`src/rtl/ctrl_seq.sv`:
```
`default_nettype none
// ============================================================================
// Module   : ctrl_seq
// Purpose  : Multi-cycle control sequencer. Fetches 9-bit instructions,
//            decodes the 4-bit opcode ir[8:5], and sequences the ALU,
//            register-file write and data-memory handshake one phase at a
//            time. Owns the PC and the compare flags used by branches.
// Ports    : clk, rst_n      - clock (rising edge), async active-low reset
//            start           - pulse: (re)start execution at PC 0
//            instr           - instruction memory data for address pc
//            pc, ir          - current PC and latched instruction
//            alu_op, alu_en  - ALU operation and enable (EXEC only)
//            cmp_eq/lt/gt    - ALU compare results, sampled in CMP EXEC
//            reg_we, wb_sel  - regfile write strobe, 0=ALU / 1=memory data
//            mem_req, mem_we - data-memory request and store select
//            mem_ready       - data-memory completion
//            done, illegal   - halted on DON / on opcode 15
// Revision : 1.0 - initial release
// ============================================================================
module ctrl_seq #(
  parameter int PC_W = 10
) (
  input  logic            clk,
  input  logic            rst_n,
  input  logic            start,
  input  logic [8:0]      instr,
  output logic [PC_W-1:0] pc,
  output logic [8:0]      ir,
  output logic [3:0]      alu_op,
  output logic            alu_en,
  input  logic            cmp_eq,
  input  logic            cmp_lt,
  input  logic            cmp_gt,
  output logic            reg_we,
  output logic            wb_sel,
  output logic            mem_req,
  output logic            mem_we,
  input  logic            mem_ready,
  output logic            done,
  output logic            illegal
);

  localparam logic [3:0] OP_CMP = 4'd6;
  localparam logic [3:0] OP_BE  = 4'd7;
  localparam logic [3:0] OP_BL  = 4'd8;
  localparam logic [3:0] OP_BG  = 4'd9;
  localparam logic [3:0] OP_BA  = 4'd10;
  localparam logic [3:0] OP_LD  = 4'd12;
  localparam logic [3:0] OP_ST  = 4'd13;
  localparam logic [3:0] OP_DON = 4'd14;

  typedef enum logic [2:0] {
    S_IDLE   = 3'd0,
    S_FETCH  = 3'd1,
    S_DECODE = 3'd2,
    S_EXEC   = 3'd3,
    S_MEM    = 3'd4,
    S_WB     = 3'd5,
    S_HALT   = 3'd6
  } state_t;

  state_t          r_state;
  state_t          w_nextState;
  logic            r_flagEq, r_flagLt, r_flagGt;
  logic            w_nextFlagEq, w_nextFlagLt, w_nextFlagGt;
  logic [PC_W-1:0] w_nextPc;
  logic [8:0]      w_nextIr;
  logic            w_nextDone, w_nextIllegal;
  logic [3:0]      w_opcode;
  logic [PC_W-1:0] w_pcInc;
  logic [PC_W-1:0] w_branchTarget;
  logic            w_taken;

  assign w_opcode = ir[8:5];
  // Both sums wrap naturally modulo 2^PC_W.
  assign w_pcInc        = pc + {{(PC_W-1){1'b0}}, 1'b1};
  assign w_branchTarget = pc + {{(PC_W-5){ir[4]}}, ir[4:0]};

  always_comb begin
    w_taken = 1'b0;
    case (w_opcode)
      OP_BA:   w_taken = 1'b1;
      OP_BE:   w_taken = r_flagEq;
      OP_BL:   w_taken = r_flagLt;
      OP_BG:   w_taken = r_flagGt;
      default: w_taken = 1'b0;
    endcase
  end

  always_ff @(posedge clk or negedge rst_n) begin
    if (!rst_n) begin
      r_state  <= S_IDLE;
      pc       <= '0;
      ir       <= '0;
      done     <= 1'b0;
      illegal  <= 1'b0;
      r_flagEq <= 1'b0;
      r_flagLt <= 1'b0;
      r_flagGt <= 1'b0;
    end else begin
      r_state  <= w_nextState;
      pc       <= w_nextPc;
      ir       <= w_nextIr;
      done     <= w_nextDone;
      illegal  <= w_nextIllegal;
      r_flagEq <= w_nextFlagEq;
      r_flagLt <= w_nextFlagLt;
      r_flagGt <= w_nextFlagGt;
    end
  end

  always_comb begin
    w_nextState   = r_state;
    w_nextPc      = pc;
    w_nextIr      = ir;
    w_nextDone    = done;
    w_nextIllegal = illegal;
    w_nextFlagEq  = r_flagEq;
    w_nextFlagLt  = r_flagLt;
    w_nextFlagGt  = r_flagGt;
    alu_en        = 1'b0;
    alu_op        = 4'd0;
    reg_we        = 1'b0;
    wb_sel        = 1'b0;
    mem_req       = 1'b0;
    mem_we        = 1'b0;

    case (r_state)
      S_IDLE: begin
        if (start) begin
          w_nextState = S_FETCH;
        end
      end

      S_FETCH: begin
        w_nextIr    = instr;
        w_nextState = S_DECODE;
      end

      S_DECODE: begin
        case (w_opcode)
          4'd0, 4'd1, 4'd2, 4'd3, 4'd4, 4'd5, 4'd6, 4'd11: begin
            w_nextState = S_EXEC;
          end
          OP_LD, OP_ST: begin
            w_nextState = S_MEM;
          end
          OP_BE, OP_BL, OP_BG, OP_BA: begin
            // Branches resolve here so the target is fetched next cycle.
            w_nextPc    = w_taken ? w_branchTarget : w_pcInc;
            w_nextState = S_FETCH;
          end
          OP_DON: begin
            w_nextDone  = 1'b1;
            w_nextState = S_HALT;
          end
          default: begin
            w_nextIllegal = 1'b1;
            w_nextState   = S_HALT;
          end
        endcase
      end

      S_EXEC: begin
        alu_en = 1'b1;
        alu_op = w_opcode;
        if (w_opcode == OP_CMP) begin
          w_nextFlagEq = cmp_eq;
          w_nextFlagLt = cmp_lt;
          w_nextFlagGt = cmp_gt;
        end else begin
          reg_we = 1'b1;
        end
        w_nextPc    = w_pcInc;
        w_nextState = S_FETCH;
      end

      S_MEM: begin
        mem_req = 1'b1;
        mem_we  = (w_opcode == OP_ST);
        if (mem_ready) begin
          if (w_opcode == OP_ST) begin
            w_nextPc    = w_pcInc;
            w_nextState = S_FETCH;
          end else begin
            w_nextState = S_WB;
          end
        end
      end

      S_WB: begin
        reg_we      = 1'b1;
        wb_sel      = 1'b1;
        w_nextPc    = w_pcInc;
        w_nextState = S_FETCH;
      end

      S_HALT: begin
        if (start) begin
          w_nextDone    = 1'b0;
          w_nextIllegal = 1'b0;
          w_nextFlagEq  = 1'b0;
          w_nextFlagLt  = 1'b0;
          w_nextFlagGt  = 1'b0;
          w_nextPc      = '0;
          w_nextState   = S_FETCH;
        end
      end

      default: begin
        w_nextState = S_IDLE;
      end
    endcase
  end

endmodule
`default_nettype wire

```
`config.mk`:
```
export PLATFORM = sky130hd
export DESIGN_NAME = ctrl_seq
export DESIGN_NICKNAME = d
export VERILOG_FILES = /design/src/rtl/ctrl_seq.sv
export SDC_FILE = /design/constraint.sdc
export NUM_CORES = 1
export LEC_CHECK = 0
export CAP_MARGIN = 20
export CORE_MARGIN = 4
export CORE_UTILIZATION = 45
export DETAILED_ROUTE_END_ITERATION = 12
export DONT_BUFFER_PORTS = 1
export GPL_TIMING_DRIVEN = 0
export PLACE_DENSITY = 0.67
export SYNTH_ARGS = -nofsm -noshare
export SYNTH_HDL_FRONTEND = slang
export SYNTH_SLANG_ARGS = --single-unit
```
`constraint.sdc`:
```
create_clock -name clk -period 3.6 [get_ports clk]
set_clock_uncertainty 0.2 [all_clocks]
set_input_delay 0.72 -clock clk [delete_from_list [all_inputs] [get_ports clk]]
set_output_delay 0.72 -clock clk [all_outputs]
set_load 0.02 [all_outputs]
```
# Yosys cells after proc, flatten, opt, wreduce, memory -nomap -nowiden
# Index checks and enable logic that the tools add are counted.
[totals]
register_bits = 27
word_cells = 84
[classes]
n_reduce_logical = 16
eq_ne = 28
muxes = 30
n_addsub = 2
[op_table]
columns = ["operator", "count"]
rows = [
  ["$mux 10", 5],
  ["$pmux 10 s4", 1],
  ["$eq 4x4->1 const B", 7],
  ["$eq 4x3->1 const B", 4],
  ["$pmux 3 s5", 1],
  ["$reduce_or 15->1", 1],
  ["$ne 2x2->1 const B", 6],
  ["$pmux 1 s2", 6],
  ["$mux 1", 11],
  ["$add 10x1->10 const B", 1],
  ["$add 10x10->10", 1],
  ["$eq 3x3->1 const B", 3],
  ["$mux 3", 3],
  ["$pmux 3 s3", 1],
  ["$reduce_and 3->1", 3],
  ["$eq 4x2->1 const B", 2],
  ["$reduce_or 8->1", 1],
  ["$eq 3x2->1 const B", 2],
  ["$reduce_or 2->1", 3],
  ["$reduce_and 5->1", 1],
  ["$eq 4x1->1 const B", 1],
  ["$logic_not 4->1", 1],
  ["$mux 4", 1],
  ["$ne 2x1->1 const B", 2],
  ["7 further kinds", 8],
]

# Longest topological paths before layout
# Gate-level depths: netlist of run 1.
[logic_depth]
depth_word = 5
ltp_mapped = 9
depth_no_buf = 9

# Least setup slack after synthesis of run 1
# OpenSTA, ideal clock, no wires.
[synth_timing]
kind = "register -> register"
start = "reg pc[1]"
end = "reg pc[7]"
path_stages_with_launch = 8
setup_ns = 0.087
t_arrival_ns = 1.982
n_path_buf = 0
synth_period_minus_slack_ns = 2.269
slack_ns = 1.331
path_cell_list = "dfrtp_1 -> ha_1 -> a211oi_1 -> o21bai_1 -> a2111oi_1 -> nor3_1 -> nand3b_1 -> o211ai_1"
[synth_via]
elab_chain_len = 4
[synth_lines]
columns = ["item", "line_no", "text"]
rows = [
  ["start: declaration", "27", "output logic [PC_W-1:0] pc,"],
  ["start signal: assignment", "102", "pc <= w_nextPc;"],
  ["$add 10x1->10 or $add 10x10->10 (tied branches)", "76, 77", ""],
  ["$mux 10, on equally long branches", "182, 150", ""],
  ["$mux 10, on equally long branches", "181, 141", ""],
  ["$pmux 10 s4 (*)", "128", "case (r_state)"],
]
# Mark *: on every way between the ends. The rest lies on a longest branch, timed or not. The select of a mux whose other input is x is not followed.
# A chain may end at the register's enable or synchronous reset.

# Final worst setup path of run 1
[layout_timing]
start = "reg ir[8]"
end = "out mem_we"
[layout_via]
elab_chain_len = 2
[layout_lines]
columns = ["item", "line_no", "text"]
rows = [
  ["start: declaration", "28", "output logic [8:0] ir,"],
  ["start signal: assignment", "103", "ir <= w_nextIr;"],
  ["$eq 4x4->1", "180", "mem_we = (w_opcode == OP_ST);"],
  ["$mux 1", "128", ""],
  ["end: declaration", "37", "output logic mem_we,"],
]
# Every way passes these cells.

==> results by stage, run 1 <==
Logic synthesis:
- The average instance area after synthesis is 8.535 um2.
- After synthesis, the largest family of logic cells by area is simple AND/OR/NAND/NOR gates.
- The sequential share of the synthesized area is 32.18%.
- Of all flip-flops after synthesis, the portion carrying an async set or reset was 100.0%.
- The adder-cell share of the synthesized area is 6.913%.
- After synthesis, the share of cell area in mux cells is 5.304%.
- After Yosys synthesis, XOR and XNOR cells account for 3.337% of the synthesized area.
- The number of nets in the synthesized netlist is 273.
- The most frequently used flop master after synthesis is dfrtp_1.
- In this run, synthesis produced a sequential element count of 27.
- The number of different library cells used by synthesis comes to 53.
- The synthesized netlist devotes 21.87% of its cell area to compound gates.
- After synthesis the cells add up to 2100 um2.
- Yosys attributes the largest share of cell area to dfrtp_1 32%, ha_1 6.0%, mux2_2 4.8%.
- The number of flops mapped to enable cells by yosys is 0.
- After technology mapping, the gate count stands at 246.
- For this run, the number of Yosys warnings is 0.
- dfrtp_1 takes more of the synthesized area than any other cell.
- Of the total synthesized cell area, the portion taken by AND, OR, NAND and NOR gates is 25.33%.
- The share of the synthesized area in the top cell type is 32.18%.

Power:
- Internal power comes to 1.135 mW.
- The peak supply drop is 0.0004665 V.
- The static leakage is 0.9503 nW.
- The power per cell area is 1053 nW/um2.
- Of the total power, combinational logic draws 61.9%.
- The portion of total power attributed to sequential cells is 30.4%.
- Summed over all nets, the switching power comes to 1.213 mW.
- In this run switching power makes up 51.67% of total power.
- Of the total power, the clock network draws 7.6%.
- Total power for the finished layout comes to 2.348 mW.

Layout:
- The filler cells instantiated in the layout total 435.
- Registers take 675.6 um2.
- The utilization after layout is 50.17%.
- Leaving out fill and tap cells, the most frequent cells in the layout are 27 x dfrtp_1, 19 x nor2_1, 19 x o21ai_0.
- The net count of the finished layout is 279.
- From synthesis to final layout, the design area changed by 6.198%.
- The number of antenna diodes in the final layout is 0.
- The finished cells cover 2230 um2.
- The multi-input gate area in the final layout is 1318 um2.
- The share of cells above drive strength 1 is 12.75%.
- The most common cell after layout, fill and taps aside is dfrtp_1.
- The non-filler instance count after layout is 303.

STA:
- For this run, the top clock speed supported by timing is 0.3625 GHz.
- The final setup violation count is 0.
- The worst-case headroom to the max-slew limit is 52.29%.
- The number of endpoints with negative hold slack in the final report was 0.
- The worst path needs 2.759 ns of the cycle, external delays included.
- The worst hold slack is 0.05036 ns.
- At the pin with the least slew margin, the transition time is 0.7096 ns.
- The max-slew violation count came to 0.
- In the post-route analysis, the smallest setup slack over all paths is 0.8414 ns.
- After routing, the total negative slack on setup checks comes to 0 ns.
- Setup repair after global routing left no endpoint under its margin.
- Of the available clock period, the critical path in the final layout requires 76.63%.

CTS:
- The root buffer cell chosen for the clock tree is clkbuf_8.
- TritonCTS built the clock tree.
- In this run the number of H-tree levels came out at 1.
- For the worst-skew pair, the clock arrives at the later sink with an insertion delay of 0.28 ns.
- The number of CTS-inserted buffers is 3.
- The number of buffers on the longest clock path is 2.
- After clock tree synthesis, the repair step resized 0 gates.
- The clock drives 27 sinks.
- After clock tree synthesis, the clock-pin slew on the worst setup and hold paths is 0.10 ns.

Floorplanning:
- The die outline height is 76.31 um.
- The horizontal extent of the die is 76.31 um.
- Once the floorplan was initialized, standard cells occupied 47.24% of the core.
- After floorplanning, the core was sized to cover 4444 um2.
- 46 I/O pins were placed.
- After floorplanning, the core was divided into 24 placement rows.
- The die footprint is 5822 um2.

GRT:
- The via count of the first global-routing pass is 1717.
- The first global-routing pass estimated 8369 um of wire.
- The total track usage is 17.21%.
- The total grt overflow is 0.
- The pin count of the biggest net entering global routing is 28.
- The initial antenna violation count is 0.

Place:
- The count of buffers added on input and output ports is 0.
- At the end of routability-driven placement, the weighted congestion stood at 0.8360.
- In this run the cell area measured after placement is 2165 um2.
- OpenSTA, run right after detailed placement, puts the worst setup slack at 0.9926 ns.
- In this run, placement finished with an instance count of 298.
- Detailed placement ended at an HPWL of 3677 um.

Detailed routing:
- Using the TritonRoute via totals, the vias-per-cell ratio works out to 5.884.
- The detailed-route wire length per cell is 16.45 um.
- Once detail routing completed, the nets flagged for antenna violations numbered 0.
- After detailed routing, the number of remaining DRC violations is 0.
- After detailed routing, the total wire length is 4985 um.
- The detailed router placed 1783 vias in this run.
- The detailed router finished its first iteration with 119 violations.
- The total iterations of the first detailed-routing run is 4.

Setup path:
- The worst register-to-register path has a setup slack of 0.98 ns.
- In this run the worst path has a maximum fanout of 10.
- The number of cells on the worst reg-to-reg path is 9.
- The critical path arrival is 1.84 ns.
- The worst setup path is captured at an output port.
- By startpoint and endpoint, the worst setup path is classified as reg -> out.
- The startpoint class of the critical path is a flop.
- The worst path required time is 2.68 ns.
- The worst register-to-register path begins at pc[0].
- In this run the critical register-to-register path is captured at pc[8].

Min path:
- The tightest min-delay check is of the in -> async type.

Flow run:
- The max capacitance violation total is 0.

Run status:
- The run finished with clean final reports.
## cell type report
cell class / instances / area share [%]
flip-flops and latches: 27 / 30.30
clock buffers: 4 / 2.020
inverters: 9 / 1.515
multi-input cells: 198 / 59.09
plain buffers: 12 / 3.255
repair buffers: 1 / 0.8979
well taps: 52 / 2.918
## synthesized netlist by cell type (2+ instances only)
cell type / count
nand4_1: 2
and3_1: 3
o21bai_1: 2
o21ai_1: 7
o21a_1: 2
o211ai_1: 2
nand3_1: 13
buf_2: 7
nand2_1: 16
nand2b_1: 6
dfrtp_1: 27
nor3b_1: 4
a21o_1: 3
xor2_1: 2
a31oi_1: 3
and3b_1: 2
inv_1: 9
nand3b_1: 3
a21oi_1: 13
a211oi_1: 4
o22ai_1: 2
a211o_1: 2
o31ai_1: 2
and2_1: 7
o21ai_0: 19
buf_4: 3
xnor2_1: 6
ha_1: 10
nor2_1: 19
mux2_2: 9
nor2b_1: 9
nor3_1: 7
## worst max-delay path, cell delays in order (launching register included)
cell and delay, ns:
dfrtp_1 0.48, buf_4 0.21, nor2b_1 0.17, nand3_1 0.14, nor3_1 0.57
## state kept, by name (all words and copies together), names as in the netlist
| register | cells |
|---|---|
| illegal | 1 |
| r_flagEq | 1 |
| pc | 10 |
| r_flagGt | 1 |
| done | 1 |
| r_state | 3 |
| r_flagLt | 1 |
| ir | 9 |
## timing repair
item | CTS | global route
hold buffers | 1 | 0
endpoints found under the hold margin | 27 | 0
buffers inserted | 0 | 0
## how the worst max path moves through the flow
stage / start / end / slack [ns] / depth (start not counted)
2_1_floorplan: pc[1] / pc[7] / 1.33 / 7
3_3_place_gp: pc[1] / pc[7] / 0.99 / 7
3_5_place_dp: pc[0] / pc[8] / 0.99 / 9
4_1_cts: ir[8] / mem_we / 0.87 / 4
5_1_grt: ir[6] / reg_we / 0.73 / 4
6_report: ir[8] / mem_we / 0.84 / 4
## metal layers
| layer | up-vias | wire (um) | track usage, % |
|---|---|---|---|
| li1 | 908 | - | - |
| met1 | 841 | 2606 | 25.68 |
| met2 | 30 | 2149 | 25.48 |
| met3 | 4 | 166 | 2.364 |
| met4 | 0 | 63 | 5.616 |
| met5 | - | 0 | 0 |
## power by group through the flow
stage | Combinational (mW) | Clock (mW) | Sequential (mW)
after floorplan | 1.18 | 0 | 0.675
after global placement | 1.42 | 0 | 0.725
after CTS | 1.45 | 0.184 | 0.720
after detailed placement | 1.43 | 0 | 0.727
final | 1.45 | 0.179 | 0.715
after global routing | 1.64 | 0.195 | 0.741
## cell families (layout without fill, tap and decap cells)
family / count (synthesis) / count (layout)
xor+xnor: 8 / 8
simple gates: 98 / 98
compound gates: 71 / 71
flops: 27 / 27
fa+ha+maj: 11 / 11
mux: 10 / 10
buf+inv: 21 / 26
(Power assumes the default switching activity.)
==> inputs of run 2 (changes only) <==
==> constraint.sdc (replaced) <==
create_clock -name clk -period 2.63 [get_ports clk]
set_clock_uncertainty 0.2 [all_clocks]
set_input_delay 0.526 -clock clk [delete_from_list [all_inputs] [get_ports clk]]
set_output_delay 0.526 -clock clk [all_outputs]
set_load 0.02 [all_outputs]
==> run 2 against run 1 <==
  * Sequential share of layout area fell by 0.37 points
  * First-iteration DRC count fell by 16%
  * Count of clock-buffer cells in the layout stayed put
  * Critical endpoint is now pc[7]
  * Clock power is 38% higher
  * Sequential cell count is the same
  * Setup slack got worse by 0.70 ns
  * Global-route usage is essentially flat
  * Combinational power grew 41%
  * Die area unchanged
  * Critical path type is now reg -> reg
  * Via count grew 2.1%
  * Wire length increased by 2.1%
==> results by stage, run 2 (synthesized netlist as in run 1, its figures left out) <==
Floorplanning:
- The starting density of the core is 47.24% (unchanged).
- The die outline height was 76.31 um (unchanged).
- The floorplan core area came to 4444 um2 (unchanged).
- The number of I/O pins is 46 (unchanged).
- The number of rows in the core area is 24 (unchanged).
- The die footprint came to 5822 um2 (unchanged).
- The horizontal extent of the die came to 76.31 um (unchanged).

CTS:
- The H-tree level count was 1 (unchanged).
- The number of CTS-inserted buffers was 3 (unchanged).
- The TritonCTS clock tree is done (unchanged).
- The latest clock arrival within the worst-skew pair is 0.28 ns (about the same).
- The clock tree root buffer cell was clkbuf_8 (unchanged).
- The number of buffers on the longest clock path was 2 (unchanged).
- The number of sinks handled by clock tree synthesis is 27 (unchanged).
- The clock transition at the registers of the reported paths came to 0.10 ns (about the same).
- The number of buffers added for setup after CTS was 0 (unchanged).

Setup path:
- The worst flop-to-flop path startpoint is pc[2] (was pc[0]).
- The startpoint class of the critical path was a flop (unchanged).
- The nature of the critical path endpoint was a flop (was output port).
- The worst path required time is 2.63 ns (was 2.68 ns).
- The critical path arrival is 2.49 ns (was 1.84 ns).
- The register-to-register setup slack is 0.14 ns (was 0.98 ns).
- The worst flop-to-flop path endpoint is pc[7] (was pc[8]).
- The number of cells on the worst reg-to-reg path is 7 (was 9).
- The classification of the worst setup path is reg -> reg (was reg -> out).
- The largest fanout of any net on the critical path is 6 (was 10).

STA:
- The transition time at the pin with the least slew margin is 0.7092 ns (was 0.7096 ns).
- The number of endpoints with negative hold slack in the final report is 0 (unchanged).
- The achievable frequency is 0.4023 GHz.
- The final critical path time including I/O delays and setup is 2.486 ns.
- Setup repair after global routing missed its margin: yes (was no).
- The final setup violation count is 0 (unchanged).
- The final critical-path setup slack was 0.1441 ns (was 0.8414 ns).
- The max-slew violation count came to 0 (unchanged).
- After layout, the worst path uses 94.52% of the clock period.
- The worst-case headroom to the max-slew limit was 52.31% (was 52.29%).

Detailed routing:
- The number of DRC markers in iteration 0 was 100 (was 119).
- The total iterations of the first detailed-routing run is 4 (unchanged).
- The count of antenna-violating nets left after detailed routing came to 0 (unchanged).
- The via count came to 1821 (was 1783).
- The via count normalized by instance count came to 5.990 (was 5.884).
- The number of DRC violations after detailed routing is 0 (unchanged).
- The detailed-route wire length per cell came to 16.74 um (was 16.45 um).
- The sum of routed wire length over all layers was 5089 um (was 4985 um).

Layout:
- The count of nets after finishing was 280 (was 279).
- Commonest cells after routing, fill and taps aside: 25 x dfrtp_1, 19 x nor2_1, 19 x o21ai_0 (was 27 x dfrtp_1, 19 x nor2_1, 19 x o21ai_0).
- The number of flip-flops in the largest register is 10 (unchanged).
- Biggest regs: pc x10, ir x9, r_state x3 (unchanged).
- The layout overhead on the synthesized area is 7.926% (was 6.198%).
- The register ranked first by flip-flop count is pc (unchanged).
- The utilization after layout is 50.99% (was 50.17%).
- The share of cells above drive strength 1 is 15.48% (was 12.75%).
- The most common cell after layout, fill and taps aside is dfrtp_1 (unchanged).
- The cell area after layout is 2266 um2 (was 2230 um2).
- The total inserted antenna cells was 0 (unchanged).

Power:
- The power per cell area is 1444 nW/um2 (was 1053 nW/um2).
- The static leakage is 0.9565 nW (was 0.9503 nW).
- The peak supply drop is 0.0006396 V (was 0.0004665 V).

GRT:
- The via count of the first global-routing pass is 1723 (was 1717).
- The first-pass GRT wire length is 8390 um (was 8369 um).
- The total track usage is 17.24% (was 17.21%).
- The pin count of the biggest net entering global routing was 28 (unchanged).
- The initial antenna violation count is 0 (unchanged).
- The total grt overflow is 0 (unchanged).

Place:
- The HPWL after detailed placement is 3677 um (unchanged).
- The placed cell area was 2165 um2 (unchanged).
- The pre-CTS worst setup slack came to 0.02259 ns (was 0.9926 ns).
- The count of input and output buffers is 0 (unchanged).
- The final RePlAce weighted congestion is 0.8360 (unchanged).

Min path:
- The origin of the worst min-delay path is start.
- The worst hold path depth is 1.
- The path with the worst hold slack has its endpoint at illegal.
- The path category of the worst min-delay check is in -> reg (was in -> async).

Flow run:
- The max capacitance violation total is 0 (unchanged).

Run status:
- Result of the run: complete, no violations (unchanged).
[run 2: critical path, cell delays in order, from the launching register on]
cell,delay (ns)
dfrtp_1,0.52
ha_1,0.39
o21ai_0,0.28
o21bai_1,0.17
a2111oi_2,0.43
nor3_1,0.09
nand3b_1,0.16
o211ai_1,0.17
[run 2: final cells by class]
type	instances	area [um2]
multi-input cells	198	1341
repair buffers	2	30.03
clock buffers	4	45.04
fillers	432	2178
flip-flops and latches	27	678.2
well taps	52	65.06
plain buffers	12	72.57
inverters	9	33.78
[run 2: what timing repair did]
action                                  in CTS  in global routing
gates resized for setup                      0                  7
hold buffers                                 2                  0
endpoints found under the setup margin       0                  6
endpoints found under the hold margin       27                  0
[run 2: worst max path at each step]
stage	startpoint	endpoint	slack, ns
2_1_floorplan	pc[1]	pc[7]	0.36
3_3_place_gp	pc[1]	pc[7]	0.02
3_5_place_dp	pc[0]	pc[8]	0.02
4_1_cts	pc[0]	pc[8]	0.02
5_1_grt	pc[0]	pc[8]	-0.005
6_report	pc[2]	pc[7]	0.14
[run 2: stage by stage]
| step | TNS (ns) | instances | hold WS (ns) | power (mW) |
|---|---|---|---|---|
| global placement | 0 | 298 | 0.03096 | 2.938 |
| CTS | 0 | 304 | 0.1437 | 3.223 |
| global route | -0.008790 | 304 | 0.1464 | 3.580 |
| detailed placement | 0 | 298 | 0.03122 | 2.952 |
| floorplan | 0 | 246 | 0.03041 | 2.546 |
| finish | 0 | 304 | 0.1445 | 3.272 |
[run 2: metal layers]
metal	global-route usage [%]	up-vias	wire length (um)	part of all wire (%)
met5	0	-	0	0
met4	5.616	0	64	1.3
met3	2.364	4	249	4.9
met2	25.48	43	2242	44
met1	25.76	870	2533	50
li1	-	904	-	-
[run 2: power by group]
| part | total, mW | leakage, nW | internal (mW) | switching, mW |
|---|---|---|---|---|
| clock network | 0.247 | 0.0228 | 0.109 | 0.139 |
| registers | 0.983 | 0.326 | 0.600 | 0.383 |
| logic | 2.04 | 0.607 | 0.867 | 1.17 |
| total | 3.27 | 0.957 | 1.58 | 1.70 |
==> inputs of run 3 (changes only) <==
--- a/config.mk
+++ b/config.mk
@@ -7,11 +7,11 @@
 export LEC_CHECK = 0
 export CAP_MARGIN = 20
 export CORE_MARGIN = 4
-export CORE_UTILIZATION = 45
+export CORE_UTILIZATION = 50
 export DETAILED_ROUTE_END_ITERATION = 12
 export DONT_BUFFER_PORTS = 1
 export GPL_TIMING_DRIVEN = 0
-export PLACE_DENSITY = 0.67
+export PLACE_DENSITY = 0.72
 export SYNTH_ARGS = -nofsm -noshare
 export SYNTH_HDL_FRONTEND = slang
 export SYNTH_SLANG_ARGS = --single-unit
==> run 3 against run 2 <==
  * Sequential share of layout area grew 0.083 points
  * Sequential cell count is the same
  * Non-clock buffer count is the same
  * Sequential power is essentially flat
  * Count of clock-buffer cells in the layout shrank 1
  * Critical path depth is the same
  * Critical path type unchanged
  * Largest cell class unchanged
  * Highest routed layer unchanged
==> results by stage, run 3 (synthesized netlist as in run 1, its figures left out) <==
STA:
- The final critical-path setup slack is 0.07783 ns (was 0.1441 ns).
- The worst-case headroom to the max-slew limit is 48.20% (was 52.31%).
- The transition time at the pin with the least slew margin is 0.7704 ns (was 0.7092 ns).
- The final critical path time including I/O delays and setup is 2.552 ns (was 2.486 ns).
- The share of the cycle needed by the critical path after routing is 97.04% (was 94.52%).
- The achievable frequency is 0.3918 GHz (was 0.4023 GHz).
- The max-slew violation count is 0 (unchanged).
- Setup repair after global routing missed its margin: yes (unchanged).
- The final setup violation count was 0 (unchanged).
- The number of endpoints with negative hold slack in the final report is 0 (unchanged).

Setup path:
- The worst flop-to-flop path endpoint is pc[7] (unchanged).
- The last element of the critical path is pc[7] (unchanged).
- The startpoint class of the critical path is a flop (unchanged).
- The worst path required time came to 2.63 ns (about the same).
- The register-to-register setup slack is 0.08 ns (was 0.14 ns).
- The nature of the critical path endpoint was a flop (unchanged).
- The largest fanout of any net on the critical path is 5 (was 6).
- The number of cells on the worst reg-to-reg path is 7 (unchanged).
- The worst flop-to-flop path startpoint is pc[1] (was pc[2]).
- The critical path arrival is 2.56 ns (was 2.49 ns).
- The classification of the worst setup path is reg -> reg (unchanged).
- The origin of the worst setup path is pc[1] (was pc[2]).

Place:
- The count of input and output buffers is 0 (unchanged).
- The HPWL after detailed placement came to 3670 um (was 3677 um).
- The final RePlAce weighted congestion is 0.8136 (was 0.8360).
- The pre-CTS worst setup slack came to 0.02110 ns (was 0.02259 ns).
- The number of placed cells counting well taps was 296 (was 298).

CTS:
- The clock transition at the registers of the reported paths was 0.10 ns (about the same).
- The latest clock arrival within the worst-skew pair is 0.28 ns (about the same).
- The number of buffers on the longest clock path was 2 (unchanged).
- The clock tree root buffer cell is clkbuf_8 (unchanged).
- The number of sinks handled by clock tree synthesis was 27 (unchanged).
- The number of CTS-inserted buffers was 3 (unchanged).
- The TritonCTS clock tree is done (unchanged).
- The H-tree level count is 1 (unchanged).

Layout:
- The register ranked first by flip-flop count is pc (unchanged).
- Commonest cells after routing, fill and taps aside: 25 x dfrtp_1, 19 x nor2_1, 19 x o21ai_0 (unchanged).
- The layout overhead on the synthesized area came to 7.628% (was 7.926%).
- The total inserted antenna cells came to 0 (unchanged).
- The most common cell after layout, fill and taps aside is dfrtp_1 (unchanged).
- The multi-input gate area in the final layout is 1336 um2 (was 1341 um2).
- The filler cell count in the final layout is 375 (was 432).
- The non-filler instance count after layout is 302 (was 304).
- The number of flip-flops in the largest register is 10 (unchanged).
- The count of nets after finishing is 280 (unchanged).
- The share of cells above drive strength 1 is 15.48% (unchanged).
- The utilization after layout is 56.09% (was 50.99%).
- The footprint of the flip-flops and latches was 678.2 um2 (unchanged).
- Biggest regs: pc x10, ir x9, r_state x3 (unchanged).

GRT:
- The met2 demand-to-capacity share in global routing was 28.76% (was 25.48%).
- The pin count of the biggest net entering global routing is 28 (unchanged).
- The initial antenna violation count was 0 (unchanged).
- The first-pass GRT wire length is 8369 um (was 8390 um).
- The layer carrying the most global-route usage was met1 (unchanged).
- The total grt overflow came to 0 (unchanged).
- The via count of the first global-routing pass is 1752 (was 1723).
- The total track usage is 19.72% (was 17.24%).
- The met3 usage is 3.719% (was 2.364%).
- The global-route met1 utilization was 30.08% (was 25.76%).

Floorplanning:
- The die footprint is 5300 um2 (was 5822 um2).
- The die outline height is 72.80 um (was 76.31 um).
- The horizontal extent of the die came to 72.80 um (was 76.31 um).
- The floorplan core area is 4029 um2 (was 4444 um2).
- The starting density of the core is 52.11% (was 47.24%).
- The number of rows in the core area came to 23 (was 24).
- The number of I/O pins is 46 (unchanged).

Power:
- The peak supply drop came to 0.0007898 V (was 0.0006396 V).
- The static leakage is 0.9582 nW (was 0.9565 nW).
- The overall power is 3.255 mW (was 3.272 mW).
- The power per cell area is 1441 nW/um2 (was 1444 nW/um2).

Detailed routing:
- The via count normalized by instance count was 6.086 (was 5.990).
- The count of antenna-violating nets left after detailed routing is 0 (unchanged).
- The detailed-route wire length per cell is 16.21 um (was 16.74 um).
- The number of DRC markers in iteration 0 is 98 (was 100).
- The total iterations of the first detailed-routing run is 4 (unchanged).
- The number of DRC violations after detailed routing is 0 (unchanged).
- The via count is 1838 (was 1821).
- The sum of routed wire length over all layers came to 4894 um (was 5089 um).

Min path:
- The path category of the worst min-delay check is in -> reg (unchanged).

Run status:
- Result of the run: complete, no violations (unchanged).

Flow run:
- The max capacitance violation total was 0 (unchanged).
[run 3: cell count changes in the layout (fill, tap and decap cells not counted), sizes merged]
cell    before  now
clkbuf       5    4
clkinv       0    1
[run 3: final cells by class]
cell class | instances | share of cell area (%)
Clock inverter | 1 | 0.2215
Sequential cell | 27 | 30.01
Multi-Input combinational cell | 198 | 59.14
Tap cell | 50 | 2.769
Buffer | 12 | 3.212
Timing Repair Buffer | 2 | 1.329
Clock buffer | 3 | 1.827
Inverter | 9 | 1.495
[run 3: metal layers]
metal  wire, um  up-vias
met5          0        -
met4         53        0
met3        262        6
met2       2151       49
met1       2426      876
li1           -      907
[run 3: worst min path at each step]
stage | startpoint | to | slack (ns) | cells after the start
2_1_floorplan | rst_n | done | 0.03 | 0
3_3_place_gp | rst_n | r_flagLt | 0.03 | 0
3_5_place_dp | rst_n | r_flagGt | 0.03 | 0
4_1_cts | start | illegal | 0.15 | 1
5_1_grt | start | illegal | 0.15 | 1
6_report | start | illegal | 0.15 | 1
[run 3: critical path, stage by stage (launching register included)]
cell       delay (ns)
dfrtp_1          0.52
ha_1             0.36
a211oi_1         0.37
o21bai_1         0.18
a2111oi_2        0.43
nor3_1           0.08
nand3b_1         0.16
o211ai_1         0.17
[run 3: report_power, final]
group	switching, mW	total, mW	internal [mW]
combinational	1.16	2.02	0.858
clock	0.144	0.251	0.107
sequential	0.385	0.985	0.600
total	1.69	3.26	1.56
[run 3: per-stage QoR]
stage,instance area (um2),hold WS (ns),setup TNS (ns)
2_1_floorplan,2100,0.03041,0
4_1_cts,2243,0.1467,0
6_report,2260,0.1464,0
3_5_place_dp,2162,0.03116,0
5_1_grt,2260,0.1524,-0.1366
3_3_place_gp,2162,0.03114,0
[run 3: timing repair]
action	CTS	global route
resized for setup	1	5
hold endpoints to repair	27	0
gates cloned	0	0
buffers inserted	0	0
endpoints found under the setup margin	1	5
hold buffers	2	0
